$ cat config.mk
export PLATFORM = sky130hd
export DESIGN_NAME = mem_arbiter_flat
export DESIGN_NICKNAME = d
export VERILOG_FILES = /design/src/rtl/mem_arbiter_if.sv /design/src/rtl/mem_arbiter.sv /design/src/flat_wrapper.sv
export SDC_FILE = /design/constraint.sdc
export NUM_CORES = 1
export LEC_CHECK = 0
export BUFFER_PORTS_ARGS = -buffer_cell sky130_fd_sc_hd__buf_2
export CAP_MARGIN = 0
export CORE_MARGIN = 1
export CORE_UTILIZATION = 50
export DETAILED_ROUTE_END_ITERATION = 12
export GPL_TIMING_DRIVEN = 0
export PLACE_DENSITY = 0.92
export SETUP_SLACK_MARGIN = 0.02
export SYNTH_ARGS = -nofsm -noshare
export SYNTH_HDL_FRONTEND = slang
export SYNTH_SLANG_ARGS = --single-unit
$ cat constraint.sdc
create_clock -name clk -period 3.1 [get_ports clk]
set_input_delay 0.62 -clock clk [delete_from_list [all_inputs] [get_ports clk]]
set_output_delay 0.62 -clock clk [all_outputs]
set_load 0.05 [all_outputs]
$ cat src/rtl/mem_arbiter_if.sv
// Word-granular memory port shared by both cache links and the backing-memory link.
// A request (ren or wen) is taken in any cycle where ready=1. ready reflects registered
// state only. valid is a one-cycle read-response pulse that carries rdata.
interface mem_arbiter_if;
  logic        ready;
  logic [31:0] addr;
  logic        ren;
  logic        wen;
  logic [31:0] wdata;
  logic [31:0] rdata;
  logic        valid;

  modport master (output addr, ren, wen, wdata, input ready, rdata, valid);
  modport slave  (input addr, ren, wen, wdata, output ready, rdata, valid);
endinterface

$ cat src/rtl/mem_arbiter.sv
// Merges the icache and dcache memory ports onto one backing-memory port. There is a
// one-entry request buffer per cache, round-robin issue, and in-order read-response routing.
module mem_arbiter #(
  parameter int RESP_DEPTH = 4
) (
  input  logic            clk,
  input  logic            rst,
  mem_arbiter_if.slave    icache,
  mem_arbiter_if.slave    dcache,
  mem_arbiter_if.master   mem,
  output logic            orphan
);

  localparam int PW = $clog2(RESP_DEPTH);
  localparam int CW = PW + 1;
  localparam logic [CW-1:0] FULL_COUNT = CW'(RESP_DEPTH);

  logic        ib_valid, ib_write;
  logic [31:0] ib_addr, ib_wdata;
  logic        db_valid, db_write;
  logic [31:0] db_addr, db_wdata;

  // Routing FIFO holds the source id of each outstanding read: 0=icache, 1=dcache.
  logic [RESP_DEPTH-1:0] fifo_id;
  logic [PW-1:0]         wr_ptr, rd_ptr;
  logic [CW-1:0]         count;
  logic                  rr_ptr;

  logic [31:0] i_rdata_q, d_rdata_q;

  logic i_accept, d_accept;
  logic fifo_empty, pop, room;
  logic i_elig, d_elig, grant_i, grant_d;
  logic push, head_id, i_resp, d_resp;

  assign icache.ready = ~ib_valid;
  assign dcache.ready = ~db_valid;
  assign i_accept     = ~ib_valid & (icache.ren | icache.wen);
  assign d_accept     = ~db_valid & (dcache.ren | dcache.wen);

  assign fifo_empty = (count == '0);
  assign pop        = mem.valid & ~fifo_empty;
  assign orphan     = mem.valid & fifo_empty;
  // A pop in the same cycle frees a slot, so a full FIFO can still take a read.
  assign room       = (count != FULL_COUNT) | pop;

  assign i_elig  = ib_valid & (ib_write | room);
  assign d_elig  = db_valid & (db_write | room);
  assign grant_d = mem.ready & d_elig & (~i_elig | rr_ptr);
  assign grant_i = mem.ready & i_elig & ~grant_d;

  always_comb begin
    mem.addr  = '0;
    mem.wdata = '0;
    mem.ren   = 1'b0;
    mem.wen   = 1'b0;
    if (grant_i) begin
      mem.addr  = ib_addr;
      mem.wdata = ib_wdata;
      mem.ren   = ~ib_write;
      mem.wen   = ib_write;
    end else if (grant_d) begin
      mem.addr  = db_addr;
      mem.wdata = db_wdata;
      mem.ren   = ~db_write;
      mem.wen   = db_write;
    end
  end

  assign push    = (grant_i & ~ib_write) | (grant_d & ~db_write);
  assign head_id = fifo_id[rd_ptr];
  assign i_resp  = pop & ~head_id;
  assign d_resp  = pop & head_id;

  assign icache.valid = i_resp;
  assign icache.rdata = i_resp ? mem.rdata : i_rdata_q;
  assign dcache.valid = d_resp;
  assign dcache.rdata = d_resp ? mem.rdata : d_rdata_q;

  always_ff @(posedge clk) begin
    if (rst) begin
      ib_valid  <= 1'b0;
      ib_write  <= 1'b0;
      ib_addr   <= '0;
      ib_wdata  <= '0;
      db_valid  <= 1'b0;
      db_write  <= 1'b0;
      db_addr   <= '0;
      db_wdata  <= '0;
      fifo_id   <= '0;
      wr_ptr    <= '0;
      rd_ptr    <= '0;
      count     <= '0;
      rr_ptr    <= 1'b0;
      i_rdata_q <= '0;
      d_rdata_q <= '0;
    end else begin
      // Accept and issue never coincide: accept needs an empty buffer, issue a full one.
      if (i_accept) begin
        ib_valid <= 1'b1;
        ib_write <= icache.wen;
        ib_addr  <= icache.addr;
        ib_wdata <= icache.wdata;
      end else if (grant_i) begin
        ib_valid <= 1'b0;
      end
      if (d_accept) begin
        db_valid <= 1'b1;
        db_write <= dcache.wen;
        db_addr  <= dcache.addr;
        db_wdata <= dcache.wdata;
      end else if (grant_d) begin
        db_valid <= 1'b0;
      end

      if (grant_i)      rr_ptr <= 1'b1;
      else if (grant_d) rr_ptr <= 1'b0;

      if (push) begin
        fifo_id[wr_ptr] <= grant_d;
        wr_ptr          <= wr_ptr + PW'(1);
      end
      if (pop) rd_ptr <= rd_ptr + PW'(1);
      count <= count + CW'(push) - CW'(pop);

      if (i_resp) i_rdata_q <= mem.rdata;
      if (d_resp) d_rdata_q <= mem.rdata;
    end
  end

endmodule

$ cat src/flat_wrapper.sv
// flat-port wrapper written by rule: the top's interface ports become plain ports
module mem_arbiter_flat 
#(
  parameter int RESP_DEPTH = 4
)
  (clk, rst, orphan, icache_addr, icache_ren, icache_wen, icache_wdata, icache_ready, icache_rdata, icache_valid, dcache_addr, dcache_ren, dcache_wen, dcache_wdata, dcache_ready, dcache_rdata, dcache_valid, mem_addr, mem_ren, mem_wen, mem_wdata, mem_ready, mem_rdata, mem_valid);
  mem_arbiter_if icache_i ();
  mem_arbiter_if dcache_i ();
  mem_arbiter_if mem_i ();
  input  logic clk;
  input  logic rst;
  output logic orphan;
  input wire logic [$bits(icache_i.addr)-1:0] icache_addr;
  input wire logic [$bits(icache_i.ren)-1:0] icache_ren;
  input wire logic [$bits(icache_i.wen)-1:0] icache_wen;
  input wire logic [$bits(icache_i.wdata)-1:0] icache_wdata;
  output wire logic [$bits(icache_i.ready)-1:0] icache_ready;
  output wire logic [$bits(icache_i.rdata)-1:0] icache_rdata;
  output wire logic [$bits(icache_i.valid)-1:0] icache_valid;
  input wire logic [$bits(dcache_i.addr)-1:0] dcache_addr;
  input wire logic [$bits(dcache_i.ren)-1:0] dcache_ren;
  input wire logic [$bits(dcache_i.wen)-1:0] dcache_wen;
  input wire logic [$bits(dcache_i.wdata)-1:0] dcache_wdata;
  output wire logic [$bits(dcache_i.ready)-1:0] dcache_ready;
  output wire logic [$bits(dcache_i.rdata)-1:0] dcache_rdata;
  output wire logic [$bits(dcache_i.valid)-1:0] dcache_valid;
  output wire logic [$bits(mem_i.addr)-1:0] mem_addr;
  output wire logic [$bits(mem_i.ren)-1:0] mem_ren;
  output wire logic [$bits(mem_i.wen)-1:0] mem_wen;
  output wire logic [$bits(mem_i.wdata)-1:0] mem_wdata;
  input wire logic [$bits(mem_i.ready)-1:0] mem_ready;
  input wire logic [$bits(mem_i.rdata)-1:0] mem_rdata;
  input wire logic [$bits(mem_i.valid)-1:0] mem_valid;
  assign icache_i.addr = icache_addr;
  assign icache_i.ren = icache_ren;
  assign icache_i.wen = icache_wen;
  assign icache_i.wdata = icache_wdata;
  assign icache_ready = icache_i.ready;
  assign icache_rdata = icache_i.rdata;
  assign icache_valid = icache_i.valid;
  assign dcache_i.addr = dcache_addr;
  assign dcache_i.ren = dcache_ren;
  assign dcache_i.wen = dcache_wen;
  assign dcache_i.wdata = dcache_wdata;
  assign dcache_ready = dcache_i.ready;
  assign dcache_rdata = dcache_i.rdata;
  assign dcache_valid = dcache_i.valid;
  assign mem_addr = mem_i.addr;
  assign mem_ren = mem_i.ren;
  assign mem_wen = mem_i.wen;
  assign mem_wdata = mem_i.wdata;
  assign mem_i.ready = mem_ready;
  assign mem_i.rdata = mem_rdata;
  assign mem_i.valid = mem_valid;
  mem_arbiter #(.RESP_DEPTH(RESP_DEPTH)) u_core (.clk(clk), .rst(rst), .icache(icache_i), .dcache(dcache_i), .mem(mem_i), .orphan(orphan));
endmodule
==> key figures, run 1 <==
Outcome
  • Status: finished, final reports clean

Place
  • Placement Setup Slack: -0.118 ns
  • Cell Area, Placed: 10300 um2
  • GPL Wtd Cong: 0.843
  • Placed wire-length estimate: 18300 um
  • IO Port Bufs: 302
  • Dpl cells: 1478

Floorplanning
  • Die X-Extent: 132 um
  • Floorplan Core Area: 16600 um2
  • Ports: 303
  • DIE AREA: 17500 um2
  • Die height: 132 um
  • Starting Density: 51.2%
  • Row Count: 47

Logic synthesis
  • Sequential area share after synthesis: 49.0%
  • Syn Area/Cell: 8.88 um2
  • Most common cell in the netlist: nand2_1
  • Post-synth top flop: dfxtp_1
  • Number of synthesized flops with an enable pin: 0
  • Synthesized area: 8490 um2
  • Dominant cells by area after synthesis: dfxtp_1 (49%), nand2_1 (12%), mux2_2 (8.5%)
  • Top cell type by total area after synthesis: dfxtp_1
  • Syn Nets: 1131
  • Post-Syn Instances: 956
  • Yosys reg bits: 208
  • Top post-synthesis cells by count: nand2_1 (269), dfxtp_1 (208), a21oi_1 (139)
  • Synth cell types: 39
  • Yosys top cell area share: 49.0%
  • Ys async rst share: 0%
  • YS warnings: 0

Routing
  • First drt pass iteration count: 5
  • DR WL/cell: 17.6 um
  • DRC Markers: 0
  • Vias per std cell: 5.51
  • Final WL: 27000 um
  • Vias: 8455
  • Initial DRC count: 667
  • Final ANT Viol Nets: 0

Global route
  • Initial antenna violation count: 2
  • GRT Total Usage: 28.9%
  • GRT Residual Overflow: 0
  • First-pass GRT wire length: 40300 um
  • Vias in the first global route: 8119
  • Largest net degree at the start of global routing: 14

Clock network
  • Num Clock Sinks: 208
  • Root buffer cell: clkbuf_16
  • Clock latency on the worst-skew pair: 0.51 ns
  • CTS Buf Count: 22
  • Clk pin slew, worst setup/hold paths: 0.06 ns
  • H-tree levels: 1
  • TritonCTS clock tree: built
  • CTS max path bufs: 3

Layout
  • Post-route insts no fill: 1535
  • Share of layout cells above drive strength 1: 34.6%
  • Final design utilization: 70.4%
  • Area delta synth->final: 37.6%
  • Nets: 1474
  • Fin area: 11700 um2

Setup path
  • Worst Path Arrival: 2.46 ns
  • Crit Path Class: flop to output port
  • Startpoint Class: flop
  • Kind of end point of the critical path: output port
  • CP Max Fanout: 5
  • CP required: 2.48 ns

STA
  • Fin worst setup slack: 0.0179 ns
  • Slew Viols, Final: 0
  • Max-slew headroom at the worst pin: 49.5%
  • RSZ-0062 raised after global routing: yes
  • Clock Skews: 0.0136 ns
  • Max Clk Rate: 324 MHz
  • Final setup viols: 0
  • Final worst path period need: 3.08 ns
  • Worst-Margin Slew: 0.757 ns
  • Final Cycle Share: 99.4%
  • Final hold vios: 0

Pwr
  • Maximum vdd drop: 0.547 mV
  • Power per cell area: 731 nW/um2
  • Post-layout power: 8.54 mW
  • Leakage power: 5.34 nW

Run
  • Max_cap viols: 0

Min path
  • HP Class: primary input to flop
## path summary, 6_finish.rpt
kind,start,to,slack [ns],depth (start not counted)
worst max register to register,u_core.count[1],u_core.count[2],0.29,11
worst min register to register,u_core.ib_wdata[14],u_core.ib_wdata[14],0.45,2
worst min-delay path,dcache_addr[19],u_core.db_addr[19],0.34,3
worst max-delay path,u_core.count[1],mem_addr[23],0.02,7
## power breakdown
part           leakage (nW)  switching (mW)  internal (mW)  total, mW
clock network         0.348            1.06           1.50       2.56
logic                  3.28            1.83           1.05       2.88
registers              1.71           0.147           2.95       3.10
total                  5.34            3.05           5.50       8.54
## cell type report
cell class,instances,area [um2]
fill,1166,4900
timing repair buffer,319,2110
clock inverter,7,78.8
tap,220,275
inverter,11,41.3
buffer,72,432
antenna,1,2.50
multi-input combinational,665,3940
clock buffer,32,628
sequential,208,4170
## sequential cells by signal (all words and copies together) (netlist names), 2 cells and up
register	cells
u_core.count	3
u_core.d_rdata_q	32
u_core.db_addr	32
u_core.db_wdata	32
u_core.fifo_id	4
u_core.i_rdata_q	32
u_core.ib_addr	32
u_core.ib_wdata	32
u_core.rd_ptr	2
u_core.wr_ptr	2
## metal layers
metal	vias up	global-route usage, %	part of all wire (%)
met2	505	51.7	50
met1	3942	32.2	37
met4	0	14.4	4.5
met5	-	0	0
li1	3906	-	-
met3	102	6.34	8.7
## placed cells by master, fill, tap and decap left out, drive strengths merged
master | synthesis | layout
o2111ai | 2 | 2
nor2b | 5 | 5
or4b | 1 | 1
nor2 | 10 | 11
a2111o | 1 | 1
diode | 0 | 1
o311ai | 2 | 2
o21ai | 6 | 6
nor3 | 3 | 3
bufinv | 0 | 1
buf | 36 | 351
o31a | 1 | 1
nand2 | 269 | 269
clkinv | 1 | 7
o22ai | 1 | 1
inv | 10 | 10
and2 | 64 | 64
clkbuf | 37 | 72
a21oi | 140 | 140
o21a | 1 | 1
dfxtp | 208 | 208
nor4b | 2 | 2
o211ai | 2 | 2
nand3 | 5 | 5
xor2 | 1 | 1
fa | 1 | 1
and3b | 1 | 1
mux2 | 64 | 64
ha | 6 | 6
mux2i | 2 | 2
or3 | 4 | 4
xnor2 | 3 | 3
mux4 | 1 | 1
a21o | 1 | 1
a22o | 65 | 65
## cell families (layout without fill, tap and decap cells)
family,Yosys count,in the layout,synth area share (%)
and+or+nand+nor,364,365,18.8
adders and majority gates,7,7,1.12
buffers and inverters,84,441,5.01
DFF,208,208,49.0
xor gates and xnor gates,4,4,0.413
other,0,1,0
muxes,67,67,8.99
AOI/OAI and AO/OA,222,222,16.6
## repair_timing
item	in CTS	in global routing
pin swaps	4	6
resized for setup	123	71
cloned	4	3
endpoints found under the setup margin	124	103
hold buffers	0	0
buffers inserted	7	4
## metrics by stage
step | setup TNS, ns | hold slack, ns
floorplan | 0 | 0.436
global placement | -1.14 | 0.442
detailed placement | -1.93 | 0.446
CTS | 0 | 0.337
global route | -0.0159 | 0.355
finish | 0 | 0.344
## critical path, stage by stage (launching register included)
cell and delay, ns:
dfxtp_4 0.35, or4b_4 0.58, o21a_4 0.26, nor2_4 0.14, buf_12 0.14, buf_6 0.12
a22o_1 0.19, buf_6 0.17
Power figures use the tool's default switching activity.
==> inputs of run 2 (changes only) <==
BUFFER_PORTS_ARGS = default   (was -buffer_cell sky130_fd_sc_hd__buf_2)
CORE_UTILIZATION = 60   (was 50)
DONT_BUFFER_PORTS = 1   (was default)
PLACE_DENSITY = 0.88   (was 0.92)
clock period = 3.3 ns   (was 3.1 ns; I/O delays follow)
==> key figures, run 2 (same netlist as run 1, synthesis figures left out) <==
Routing
  • Final WL: 22600 um
  • First drt pass iteration count: 6
  • Initial DRC count: 342
  • DR WL/cell: 19.3 um
  • Vias: 6924
  • DRC Markers: 0
  • Vias per std cell: 5.90
  • Final ANT Viol Nets: 0

Place
  • Placed wire-length estimate: 16100 um
  • IO Port Bufs: 0
  • Placement Setup Slack: -0.0345 ns
  • Dpl cells: 1136
  • GPL Wtd Cong: 0.842

STA
  • Final setup viols: 0
  • Final hold vios: 0
  • RSZ-0062 raised after global routing: yes
  • Slew Viols, Final: 0
  • Clock Skews: 0.0161 ns
  • Final worst path period need: 3.23 ns
  • Max-slew headroom at the worst pin: 12.0%
  • Final TNS setup: 0 ns
  • Final Cycle Share: 97.9%
  • Max Clk Rate: 309 MHz
  • Worst hold slack: 0.288 ns
  • Worst-Margin Slew: 1.32 ns
  • Fin worst setup slack: 0.0690 ns

Min path
  • HP Class: primary input to flop

Floorplanning
  • Floorplan Core Area: 13800 um2
  • Row Count: 43
  • Ports: 303
  • DIE AREA: 14600 um2
  • Die height: 121 um
  • Die X-Extent: 121 um
  • Starting Density: 61.4%

Run
  • Max_cap viols: 0

Clock network
  • H-tree levels: 1
  • Clock latency on the worst-skew pair: 0.50 ns
  • CTS max path bufs: 3
  • CTS Buf Count: 21
  • Hold-fix buffers, CTS: 0
  • Clk pin slew, worst setup/hold paths: 0.06 ns
  • TritonCTS clock tree: built
  • Root buffer cell: clkbuf_16
  • Num Clock Sinks: 208

Pwr
  • Maximum vdd drop: 0.587 mV
  • Leakage power: 3.83 nW
  • Post-layout power: 7.37 mW
  • Power per cell area: 774 nW/um2

Layout
  • Fillers: 1060
  • Share of layout cells above drive strength 1: 19.6%
  • Inserted Diodes: 0
  • Nets: 1154
  • Post-route insts no fill: 1173
  • Most frequent cells in the layout: nand2_1 (269), dfxtp_1 (208), a21oi_1 (139)
  • Area delta synth->final: 12.2%
  • Most common cell after layout, fill and taps aside: nand2_1

Global route
  • Initial antenna violation count: 0
  • GRT Max-Usage Layer: met2
  • GRT Total Usage: 29.6%
  • First-pass GRT wire length: 34200 um
  • Met1 Resource Use GR: 31.5%
  • Vias in the first global route: 6815
  • GRT Residual Overflow: 0
  • M2 GR Usage: 52.9%
  • Largest net degree at the start of global routing: 16
  • Met3 Resource Use GR: 9.40%

Setup path
  • CP Max Fanout: 10
  • Crit Path Class: flop to output port
  • Most used cell, CP: buf_6
  • CP required: 2.64 ns
  • Worst Path Arrival: 2.57 ns
  • Kind of end point of the critical path: output port
  • Startpoint Class: flop
  • CP Cell Sequence: or4b_1 -> buf_6 -> o21a_4 -> nor2_8 -> buf_6 -> a22o_2
  • CP max stage cell: or4b_1
  • Slowest stage delay, CP: 0.55 ns

Outcome
  • Status: finished, final reports clean
## run 2: layer usage
layer	wire length [um]	vias to the layer above	share of wire (%)
met5	0	-	0
met4	935	0	4.1
met3	2250	70	9.9
met2	11200	338	50
met1	8200	3237	36
li1	-	3279	-
## run 2: stage by stage
step | instance area (um2) | utilization [%]
2_1_floorplan | 8490 | -
3_3_place_gp | 8710 | 63.0
3_5_place_dp | 8720 | 63.1
4_1_cts | 9500 | 68.7
5_1_grt | 9520 | 68.9
6_report | 9520 | 68.9
## run 2: timing repair
item / 4_1_cts / 5_1_grt
resized for setup: 67 / 8
setup buffers: 0 / 0
setup endpoints to repair: 66 / 28
## run 2: power by group
part | internal (mW) | switching (mW)
Combinational | 0.578 | 1.56
Sequential | 2.77 | 0.141
Clock | 1.37 | 0.963
## run 2: worst max-delay path, delay by kind of cell (launching register included)
family | cells | cell delay, ns
flops | 1 | 0.37
simple gates | 2 | 0.74
buf+inv | 2 | 0.35
compound gates | 2 | 0.59
## run 2: final cells by class
type,instances,area [um2],area share [%]
multi-input combinational,664,4020,42.2
tap,180,225,2.36
sequential,208,4160,43.7
clock buffer,29,606,6.36
clock inverter,8,77.6,0.815
inverter,11,41.3,0.434
buffer,73,390,4.10
## run 2: final timing paths
kind                  startpoint                   to  slack [ns]  cells past startpoint
max              u_core.count[1]         mem_addr[24]        0.07                      6
max reg2reg      u_core.count[1]      u_core.count[2]        0.45                     10
min reg2reg  u_core.ib_wdata[19]  u_core.ib_wdata[19]        0.45                      2
min              icache_addr[12]   u_core.ib_addr[12]        0.29                      2
==> inputs of run 3 (changes only) <==
PLACE_DENSITY = 0.76   (was 0.88)
==> key figures, run 3 (same netlist as run 1, synthesis figures left out) <==
Global route
  • Initial antenna violation count: 0
  • GRT Residual Overflow: 0
  • GRT Total Usage: 27.8%
  • Largest net degree at the start of global routing: 14
  • First-pass GRT wire length: 32300 um
  • Vias in the first global route: 6312

Clock network
  • Clock latency on the worst-skew pair: 0.49 ns
  • H-tree levels: 1
  • Num Clock Sinks: 208
  • Clk pin slew, worst setup/hold paths: 0.06 ns
  • Root buffer cell: clkbuf_16
  • CTS max path bufs: 3
  • CTS Buf Count: 22
  • TritonCTS clock tree: built

Routing
  • First drt pass iteration count: 4
  • Vias per std cell: 5.77
  • Final ANT Viol Nets: 0
  • DRC Markers: 0
  • DR WL/cell: 18.6 um
  • Vias: 6765
  • Initial DRC count: 314
  • Final WL: 21800 um

Floorplanning
  • DIE AREA: 14600 um2
  • Die height: 121 um
  • Starting Density: 61.4%
  • Floorplan Core Area: 13800 um2
  • Die X-Extent: 121 um
  • Row Count: 43
  • Ports: 303

Pwr
  • Clk network pwr share: 32.2%
  • Internal Dissipation: 4.83 mW
  • Sw power: 2.67 mW
  • Combinational share of power: 28.8%
  • Flop pwr share: 39.0%
  • Post-layout power: 7.49 mW
  • Leakage power: 4.07 nW
  • Maximum vdd drop: 0.431 mV
  • Sw Share: 35.6%
  • Power per cell area: 762 nW/um2

Layout
  • Final design utilization: 71.1%
  • Post-route insts no fill: 1173
  • Area delta synth->final: 15.8%
  • Nets: 1155
  • Share of layout cells above drive strength 1: 19.4%
  • Most frequent cells in the layout: nand2_1 (269), dfxtp_1 (208), a21oi_1 (139)
  • Fin area: 9830 um2
  • Most common cell after layout, fill and taps aside: nand2_1
  • Inserted Diodes: 0

Setup path
  • Startpoint Class: flop
  • Kind of end point of the critical path: output port
  • Reg2reg setup slack: 0.41 ns
  • Worst Path Arrival: 2.58 ns
  • R2r endpoint: u_core.count[2]
  • Cells on worst reg2reg path: 10
  • Crit path launch: u_core.count[1]
  • Crit Path Class: flop to output port
  • CP endpoint: mem_wdata[13]
  • R2r startpoint: u_core.count[1]
  • CP required: 2.64 ns
  • CP Max Fanout: 10

STA
  • Clock Skews: 0.00623 ns
  • Final Cycle Share: 98.2%
  • Final hold vios: 0
  • Slew Viols, Final: 0
  • Final worst path period need: 3.24 ns
  • RSZ-0062 raised after global routing: yes
  • Max-slew headroom at the worst pin: 15.4%
  • Max Clk Rate: 308 MHz
  • Final setup viols: 0
  • Worst-Margin Slew: 1.27 ns

Place
  • Dpl cells: 1136
  • IO Port Bufs: 0
  • Placed wire-length estimate: 15400 um
  • GPL Wtd Cong: 0.857
  • Cell Area, Placed: 8720 um2

Run
  • Max_cap viols: 0

Outcome
  • Status: finished, final reports clean

Min path
  • HP Class: primary input to flop
==> run 3: cell count changes in the layout (fill, tap and decap cells not counted), sizes merged <==
cell,change
clkinv,-2
clkinvlp,-1
inv,-1
clkbuf,+4
==> run 3: routing by layer <==
layer / track usage, % / routed length [um] / vias to the layer above
li1: - / - / 3283
met2: 46.7 / 10500 / 288
met5: 0 / 0 / -
met1: 32.6 / 8330 / 3137
met4: 10.4 / 716 / 0
met3: 9.54 / 2270 / 57
==> run 3: final cells by class <==
cell class | instances | area [um2]
flip-flops and latches | 208 | 4160
well taps | 180 | 225
fillers | 1135 | 4000
plain buffers | 73 | 390
clock buffers | 33 | 663
multi-input cells | 664 | 4300
clock inverters | 4 | 47.5
inverters | 11 | 41.3
==> run 3: power by group through the flow <==
stage	logic (mW)	clock network (mW)	registers, mW
after detailed placement	2.09	0	2.95
after CTS	2.11	2.45	2.90
after global routing	2.30	2.55	2.95
final	2.16	2.41	2.92
after global placement	2.06	0	2.94
after floorplan	1.82	0	2.91
==> run 3: worst min-delay path by stage <==
stage | startpoint | to | slack (ns) | depth (start not counted)
CTS | dcache_addr[4] | u_core.db_addr[4] | 0.28 | 2
global route | icache_addr[26] | u_core.ib_addr[26] | 0.28 | 2
floorplan | u_core.ib_addr[0] | u_core.ib_addr[0] | 0.44 | 2
detailed placement | u_core.ib_addr[4] | u_core.ib_addr[4] | 0.45 | 2
global placement | u_core.ib_addr[14] | u_core.ib_addr[14] | 0.44 | 2
finish | dcache_addr[7] | u_core.db_addr[7] | 0.30 | 2
==> run 3: timing repair <==
action	in CTS	in global routing
endpoints found under the setup margin	66	74
pin swaps	0	0
resized for setup	67	45
hold buffers	0	0
buffers inserted	0	0
==> run 3: critical path, cell delays in order (launching register included) <==
cell and delay, ns:
dfxtp_1 0.38, or4b_1 0.56, buf_6 0.16, o21a_4 0.25
nor2_8 0.19, buf_6 0.21, a22o_2 0.34
==> run 3: metrics by stage <==
step / setup WS [ns] / hold slack (ns) / TNS [ns]
after floorplan: 0.327 / 0.436 / 0
after global placement: -0.0665 / 0.441 / -0.361
after detailed placement: -0.0846 / 0.446 / -0.407
after CTS: 0.0590 / 0.283 / 0
after global routing: -0.0374 / 0.282 / -0.710
final: 0.0578 / 0.299 / 0
